`src/rtl/cv32e40p_x_result_buf.sv`:
```
// Writeback buffer for eXtension-interface results: bypasses straight to the
// register file when the port is free, otherwise queues results in order.
module cv32e40p_x_result_buf #(
  parameter int unsigned DEPTH    = 2,
  parameter int unsigned XLEN     = 32,
  parameter int unsigned ID_WIDTH = 4
) (
  input  logic                   clk_i,
  input  logic                   rst_i,
  input  logic                   x_result_valid_i,
  output logic                   x_result_ready_o,
  input  logic [ID_WIDTH-1:0]    x_result_id_i,
  input  logic [XLEN-1:0]        x_result_data_i,
  input  logic [4:0]             x_result_rd_i,
  input  logic                   x_result_we_i,
  input  logic                   core_wb_we_i,
  input  logic [2:0][4:0]        rs_addr_i,
  output logic [2:0]             pend_hit_o,
  output logic                   rf_we_o,
  output logic [4:0]             rf_waddr_o,
  output logic [XLEN-1:0]        rf_wdata_o,
  output logic [ID_WIDTH-1:0]    rf_wid_o,
  output logic [$clog2(DEPTH):0] count_o,
  output logic                   empty_o,
  output logic                   full_o
);

  localparam int unsigned AW = $clog2(DEPTH);
  localparam int unsigned CW = AW + 1;

  logic [4:0]          rd_mem   [DEPTH];
  logic [XLEN-1:0]     data_mem [DEPTH];
  logic [ID_WIDTH-1:0] id_mem   [DEPTH];

  logic [DEPTH-1:0] valid_reg, valid_next;
  logic [AW-1:0]    wr_ptr_reg, wr_ptr_next;
  logic [AW-1:0]    rd_ptr_reg, rd_ptr_next;
  logic [CW-1:0]    count_reg, count_next;

  logic accept, writable, bypass, push, pop;

  assign empty_o          = (count_reg == '0);
  assign full_o           = (count_reg == CW'(DEPTH));
  assign count_o          = count_reg;
  assign x_result_ready_o = ~full_o & ~rst_i;

  assign accept   = x_result_valid_i & x_result_ready_o;
  assign writable = x_result_we_i & (x_result_rd_i != 5'd0);
  // Core WB always wins the port; bypass only when nothing older is queued.
  assign pop      = ~empty_o & ~core_wb_we_i & ~rst_i;
  assign bypass   = empty_o & ~core_wb_we_i & accept & writable;
  assign push     = accept & writable & ~bypass;

  always_comb begin
    rf_we_o    = pop | bypass;
    rf_waddr_o = '0;
    rf_wdata_o = '0;
    rf_wid_o   = '0;
    if (!empty_o) begin
      rf_waddr_o = rd_mem[rd_ptr_reg];
      rf_wdata_o = data_mem[rd_ptr_reg];
      rf_wid_o   = id_mem[rd_ptr_reg];
    end else if (bypass) begin
      rf_waddr_o = x_result_rd_i;
      rf_wdata_o = x_result_data_i;
      rf_wid_o   = x_result_id_i;
    end
  end

  always_comb begin
    wr_ptr_next = wr_ptr_reg;
    rd_ptr_next = rd_ptr_reg;
    count_next  = count_reg;
    valid_next  = valid_reg;
    if (push) begin
      wr_ptr_next            = wr_ptr_reg + 1'b1;
      valid_next[wr_ptr_reg] = 1'b1;
    end
    if (pop) begin
      rd_ptr_next            = rd_ptr_reg + 1'b1;
      valid_next[rd_ptr_reg] = 1'b0;
    end
    case ({push, pop})
      2'b10:   count_next = count_reg + 1'b1;
      2'b01:   count_next = count_reg - 1'b1;
      default: count_next = count_reg;
    endcase
  end

  always_ff @(posedge clk_i) begin
    if (rst_i) begin
      wr_ptr_reg <= '0;
      rd_ptr_reg <= '0;
      count_reg  <= '0;
      valid_reg  <= '0;
    end else begin
      wr_ptr_reg <= wr_ptr_next;
      rd_ptr_reg <= rd_ptr_next;
      count_reg  <= count_next;
      valid_reg  <= valid_next;
    end
  end

  always_ff @(posedge clk_i) begin
    if (push) begin
      rd_mem[wr_ptr_reg]   <= x_result_rd_i;
      data_mem[wr_ptr_reg] <= x_result_data_i;
      id_mem[wr_ptr_reg]   <= x_result_id_i;
    end
  end

  // Hazard check looks only at stored entries, so a bypassing result never hits.
  genvar gi, gj;
  generate
    for (gi = 0; gi < 3; gi++) begin : g_hit
      logic [DEPTH-1:0] match;
      for (gj = 0; gj < DEPTH; gj++) begin : g_ent
        assign match[gj] = valid_reg[gj] & (rd_mem[gj] == rs_addr_i[gi]);
      end
      assign pend_hit_o[gi] = ~rst_i & (rs_addr_i[gi] != 5'd0) & (|match);
    end
  endgenerate

endmodule

```
`config.mk`:
```
export PLATFORM = sky130hd
export DESIGN_NAME = cv32e40p_x_result_buf
export DESIGN_NICKNAME = d
export VERILOG_FILES = /design/src/rtl/cv32e40p_x_result_buf.sv
export SDC_FILE = /design/constraint.sdc
export NUM_CORES = 1
export LEC_CHECK = 0
export CORE_ASPECT_RATIO = 0.6
export CORE_MARGIN = 2
export CORE_UTILIZATION = 26
export CTS_CLUSTER_DIAMETER = 80
export DETAILED_ROUTE_END_ITERATION = 6
export PLACE_DENSITY = 0.5
export SYNTH_ARGS = -nofsm -noshare
export SYNTH_HDL_FRONTEND = slang
export SYNTH_SLANG_ARGS = --single-unit
```
`constraint.sdc`:
```
create_clock -name clk_i -period 11.4 [get_ports clk_i]
set_input_delay 1.14 -clock clk_i [delete_from_list [all_inputs] [get_ports clk_i]]
set_output_delay 1.14 -clock clk_i [all_outputs]
set_load 0.1 [all_outputs]
```
==> results.toml, run 1 <==
[final_layout]
fillCellCount = 1477
largest_reg_flops = 64
reg.largest.list = "data_mem: 64 flops, rd_mem: 10 flops, id_mem: 8 flops"
nets = 442
largest_register = "data_mem"
drive_gt1_share_pct = 7.01
syn_to_final_growth_pct = 39.2
diodes = 0

[power_and_ir_drop]
powerDensity_nw_per_um2 = 142
ir_worst_vdd_v = 0.0000614
finalPower_mw = 0.802
p_leak_nw = 1.71

[cts]
post_cts_buffers = 0
cts-buffers-inserted = 9
cts.repair.resized = 0
numClockSinks = 89
ctsRootBufferMaster = "clkbuf_16"
clockBufferDepth = 2
htree_levels = 3
clock_latency_ns = 0.34
cts_tree = "built"
clk_pin_slew_ns = 0.06
cts-hold-fix-buffers = 0

[setup_path]
cp_top_family = "buffers and inverters"
path_class = "primary input to output pin"
crit_required_ns = 10.26
cp_slowest_cell = "clkdlybuf4s50_1"
path_cells = "clkdlybuf4s50_1, nor4b_4, buf_4, o2bb2ai_1, clkdlybuf4s50_1"
cp_data_arrival_time_ns = 4.68
r2r-start = "count_o[0]"
critical_path.max_stage_delay_ns = 1.16
path_buf_inv = 3
start_kind = "primary input"
critPathCaptureType = "output pin"
crit_top_cell = "clkdlybuf4s50_1"
path_max_fanout = 25
setup.worst_path.start = "rst_i"

[job]
drv_cap = 0

[yosys]
synth-main-ff-cell = "edfxtp_1"
synthArstFlopShare_pct = 0
yosysMostFrequentCell = "edfxtp_1"
avgSynthCellArea_um2 = 15.1
yosys_register_bits = 89
netlist.area_leader.share_pct = 60.5
synth_common_cells = "edfxtp_1, mux2i_1, o2bb2ai_1, xor2_1, clkbuf_1"
synth_edf_count = 82
yosysSeqAreaShare_pct = 63.9
yosysWarnings = 0
synth.area.top_cells = "edfxtp_1, mux2i_1, o2bb2ai_1, xor2_1, dfxtp_1"
syn-num-nets = 332
syn_area_um2 = 4070
yosys.cell_types.count = 27
synth_top_cell_by_area = "edfxtp_1"
postSynthCellCount = 270

[timing]
period_share_pct = 51.1
relSlewSlack_pct = 32.2
hold_viol_final = 0
tns_ns = 0
fmax_mhz = 172
fin_skew_ns = 0.00761
setup_viol = 0
grt_setup_unrepaired = "false"
slew_violations = 0
finalCriticalPeriod_ns = 5.82
worst_pin_slew_ns = 1.01

[drt]
wl_per_cell_um = 17.2
via_per_inst = 4.61
ant_nets = 0
drt_wl_total_um = 10100
vias = 2709
drc = 0
drtPass1Iterations = 4
drt_iter0_drc = 230

[die]
dieArea_um2 = 16700
fp.dieH_um = 101
core.rowCount = 35
core-area_um2 = 15300
initial_core_util_pct = 26.6
die_x_um = 166
ios = 111

[hold_path]
hp-class = "register to register"
min-delay-start = "wr_ptr_reg"

[place]
io_buffer_count = 110
hpwl_um = 6860
gp_congestion = 0.785

[global_route]
grtUsageTotal_pct = 12.5
grt_pass1_wl_um = 15600
antenna_found_initial = 0
grt_start_max_net_pins = 48
grt_pass1_vias = 2803
grt_remaining_overflow = 0

[status]
status = "finished, final reports clean"
[area by class of cell]
cell class              count  area (um2)  area share, %
flip-flops and latches     89        2600           45.9
multi-input cells         162        1380           24.4
repair buffers            115        1140           20.1
well taps                 203         254           4.48
clock buffers              10         229           4.04
clock inverters             6        50.0          0.883
inverters                   3        11.3          0.199
[worst paths after layout]
path | endpoint | slack [ns] | cells after the start
setup / recovery | rf_wdata_o[27] | 5.58 | 5
hold / removal | wr_ptr_reg | 0.49 | 2
setup reg to reg | id_mem[0][0] | 9.06 | 3
hold reg to reg | wr_ptr_reg | 0.49 | 2
[power by group]
group | internal [mW] | leakage (nW) | switching [mW]
Combinational | 0.0497 | 0.779 | 0.115
Sequential | 0.362 | 0.798 | 0.00272
Clock | 0.150 | 0.130 | 0.124
[metrics by stage]
step                      std cells  hold slack [ns]  util, %  worst slack (ns)  instance area, um2
final                           588            0.486     37.0              5.58                5670
after global routing            588            0.501     37.0              5.37                5670
after CTS                       588            0.485     37.0              5.53                5670
after detailed placement        572            0.472     35.2              5.53                5390
after global placement          572            0.463     35.2              5.60                5390
after floorplan                 270            0.451        -              5.07                4070
[per-layer routing]
| layer | wire length [um] | GRT usage [%] | vias to the layer above | share of wire, % |
|---|---|---|---|---|
| met3 | 823 | 4.57 | 10 | 8.1 |
| met1 | 5300 | 18.5 | 1312 | 52 |
| met2 | 3920 | 17.0 | 97 | 39 |
| li1 | - | - | 1290 | - |
| met4 | 87 | 3.25 | 0 | 0.86 |
| met5 | 0 | 0 | - | 0 |
[kinds of logic (layout without fill, tap and decap cells)]
kind of cell               count (synthesis)  in the layout  synth area share (%)
AOI/OAI and AO/OA                         54             54                  11.3
xor gates and xnor gates                  33             33                  7.10
buffers and inverters                     19            134                  2.49
muxes                                     41             41                  10.1
DFF                                       89             89                  63.9
and+or+nand+nor                           33             33                  4.76
adders and majority gates                  1              1                 0.307
[layout by cell type, fill, tap and decap left out, drive strengths merged, types with 7 or more instances in the layout]
cell / n
mux2i: 41
xor2: 25
clkdlybuf4s50: 110
dfxtp: 7
xnor2: 8
edfxtp: 82
clkbuf: 10
o2bb2ai: 41
nor2: 10
[worst reg2reg max path, cell delays in order (launching register included)]
cell,delay [ns]
dfxtp_1,0.48
a21oi_1,0.15
or4_1,0.57
inv_2,0.75
(Power assumes the default switching activity.)
==> run 2: changes to the inputs <==
==> constraint.sdc (replaced) <==
create_clock -name clk_i -period 5.5 [get_ports clk_i]
set_input_delay 0.55 -clock clk_i [delete_from_list [all_inputs] [get_ports clk_i]]
set_output_delay 0.55 -clock clk_i [all_outputs]
set_load 0.1 [all_outputs]
==> run 2 against run 1 <==
  * Sequential share of layout area increased by 0.14 points
  * Count of clock-buffer cells in the layout rose by 1
  * Core utilization is 0.11 points lower
  * Non-clock buffer count grew 2
  * Worst setup slack worse by 4.2 ns
  * Sequential power is 110% higher
  * Power is 120% higher
  * Sequential cell count is the same
  * Clock power up 140%
  * Die area unchanged
  * Final cell count increased by 0.34%
  * Largest power group unchanged
==> results.toml, run 2 (synthesized netlist as in run 1, its figures left out) <==
[cts]
post_cts_buffers = 0
cts.repair.resized = 0
cts-buffers-inserted = 9
clock_latency_ns = 0.34
clk_pin_slew_ns = 0.06
numClockSinks = 89
cts-hold-fix-buffers = 0
cts_tree = "built"
htree_levels = 3
clockBufferDepth = 2
ctsRootBufferMaster = "clkbuf_16"

[final_layout]
drive_gt1_share_pct = 14.7
ff_latch_area_um2 = 2600
diodes = 0
fin_util_pct = 36.9
multi_input_area_um2 = 1390
final_common_cell = "edfxtp_1"
reg.largest.list = "data_mem: 64 flops, rd_mem: 10 flops, id_mem: 8 flops"
syn_to_final_growth_pct = 38.8
largest_reg_flops = 64
nets = 444
layout_common_cells = "edfxtp_1, clkdlybuf4s50_1, mux2i_1, o2bb2ai_1, buf_4"
design_area_um2 = 5650
fillCellCount = 1488
largest_register = "data_mem"

[setup_path]
cp_top_family = "buffers and inverters"
critical_path.max_stage_delay_ns = 1.17
crit_required_ns = 4.95
path_class = "primary input to output pin"
cp_data_arrival_time_ns = 3.56
crit_top_cell = "clkdlybuf4s50_1"
cp_slowest_cell = "clkdlybuf4s50_1"
path_buf_inv = 2
path_cells = "clkdlybuf4s50_1, or4_4, o211ai_4, nor4b_4, o2bb2ai_1, clkdlybuf4s50_1"
path_max_fanout = 13
start_kind = "primary input"
critPathCaptureType = "output pin"

[die]
ios = 111
core.rowCount = 35
die_x_um = 166
dieArea_um2 = 16700
fp.dieH_um = 101
core-area_um2 = 15300
initial_core_util_pct = 26.6

[global_route]
grt_pass1_vias = 2657
grtUsageTotal_pct = 12.3
grt_remaining_overflow = 0
grt_start_max_net_pins = 47
grt_pass1_wl_um = 15200
antenna_found_initial = 0

[power_and_ir_drop]
ir_worst_vdd_v = 0.000171
finalPower_mw = 1.74
powerDensity_nw_per_um2 = 307
p_leak_nw = 1.80

[timing]
finalCriticalPeriod_ns = 4.11
hold_viol_final = 0
period_share_pct = 74.7
setup_viol = 0
fmax_mhz = 244
relSlewSlack_pct = 32.1
worst_pin_slew_ns = 1.02
tns_ns = 0
setup_ws_ns = 1.39
fin_skew_ns = 0.0103
slew_violations = 0
grt_setup_unrepaired = "false"

[place]
hpwl_um = 6780
gp_congestion = 0.749
place_ws_ns = 1.35
dpl_cell_area_um2 = 5340
io_buffer_count = 110

[drt]
ant_nets = 0
drt_iter0_drc = 109
drt_wl_total_um = 10100
drc = 0
vias = 2711
wl_per_cell_um = 17.1
via_per_inst = 4.59
drtPass1Iterations = 4

[job]
drv_cap = 0

[status]
status = "finished, final reports clean"

[hold_path]
hp-class = "register to register"
## run 2: worst min-delay path, stage by stage, from the launching register on
cell     delay (ns)
dfxtp_1        0.32
o31ai_1        0.06
a21oi_1        0.06
## run 2: per-layer routing
layer	up-vias	wire length [um]	track usage, %
met5	-	0	0
met4	0	110	3.38
met3	13	676	3.95
met2	88	4020	16.5
met1	1319	5310	18.6
li1	1291	-	-
## run 2: through the flow
step                      hold WS [ns]  instances
final                            0.493        590
after global routing             0.525        590
after CTS                        0.501        590
after detailed placement         0.489        574
after global placement           0.466        574
after floorplan                  0.451        270
## run 2: layout make-up
type                    instances  area share [%]
clock buffers                  11            4.12
repair buffers                117            19.1
well taps                     203            4.50
inverters                       3           0.199
multi-input cells             162            24.6
clock inverters                 5            1.42
flip-flops and latches         89            46.1
## run 2: report_power, final
group	leakage, nW	switching [mW]	total, mW	internal (mW)
Combinational	0.851	0.232	0.331	0.0989
Sequential	0.798	0.0119	0.761	0.750
Clock	0.147	0.246	0.644	0.397
## run 2: final timing paths
| check | start | end | slack (ns) | depth (start not counted) |
|---|---|---|---|---|
| worst min register to register | wr_ptr_reg | wr_ptr_reg | 0.49 | 2 |
| worst max register to register | count_o[0] | data_mem[0][19] | 3.10 | 3 |
| worst max-delay path | x_result_rd_i[2] | rf_wdata_o[19] | 1.39 | 6 |
| worst min-delay path | wr_ptr_reg | wr_ptr_reg | 0.49 | 2 |
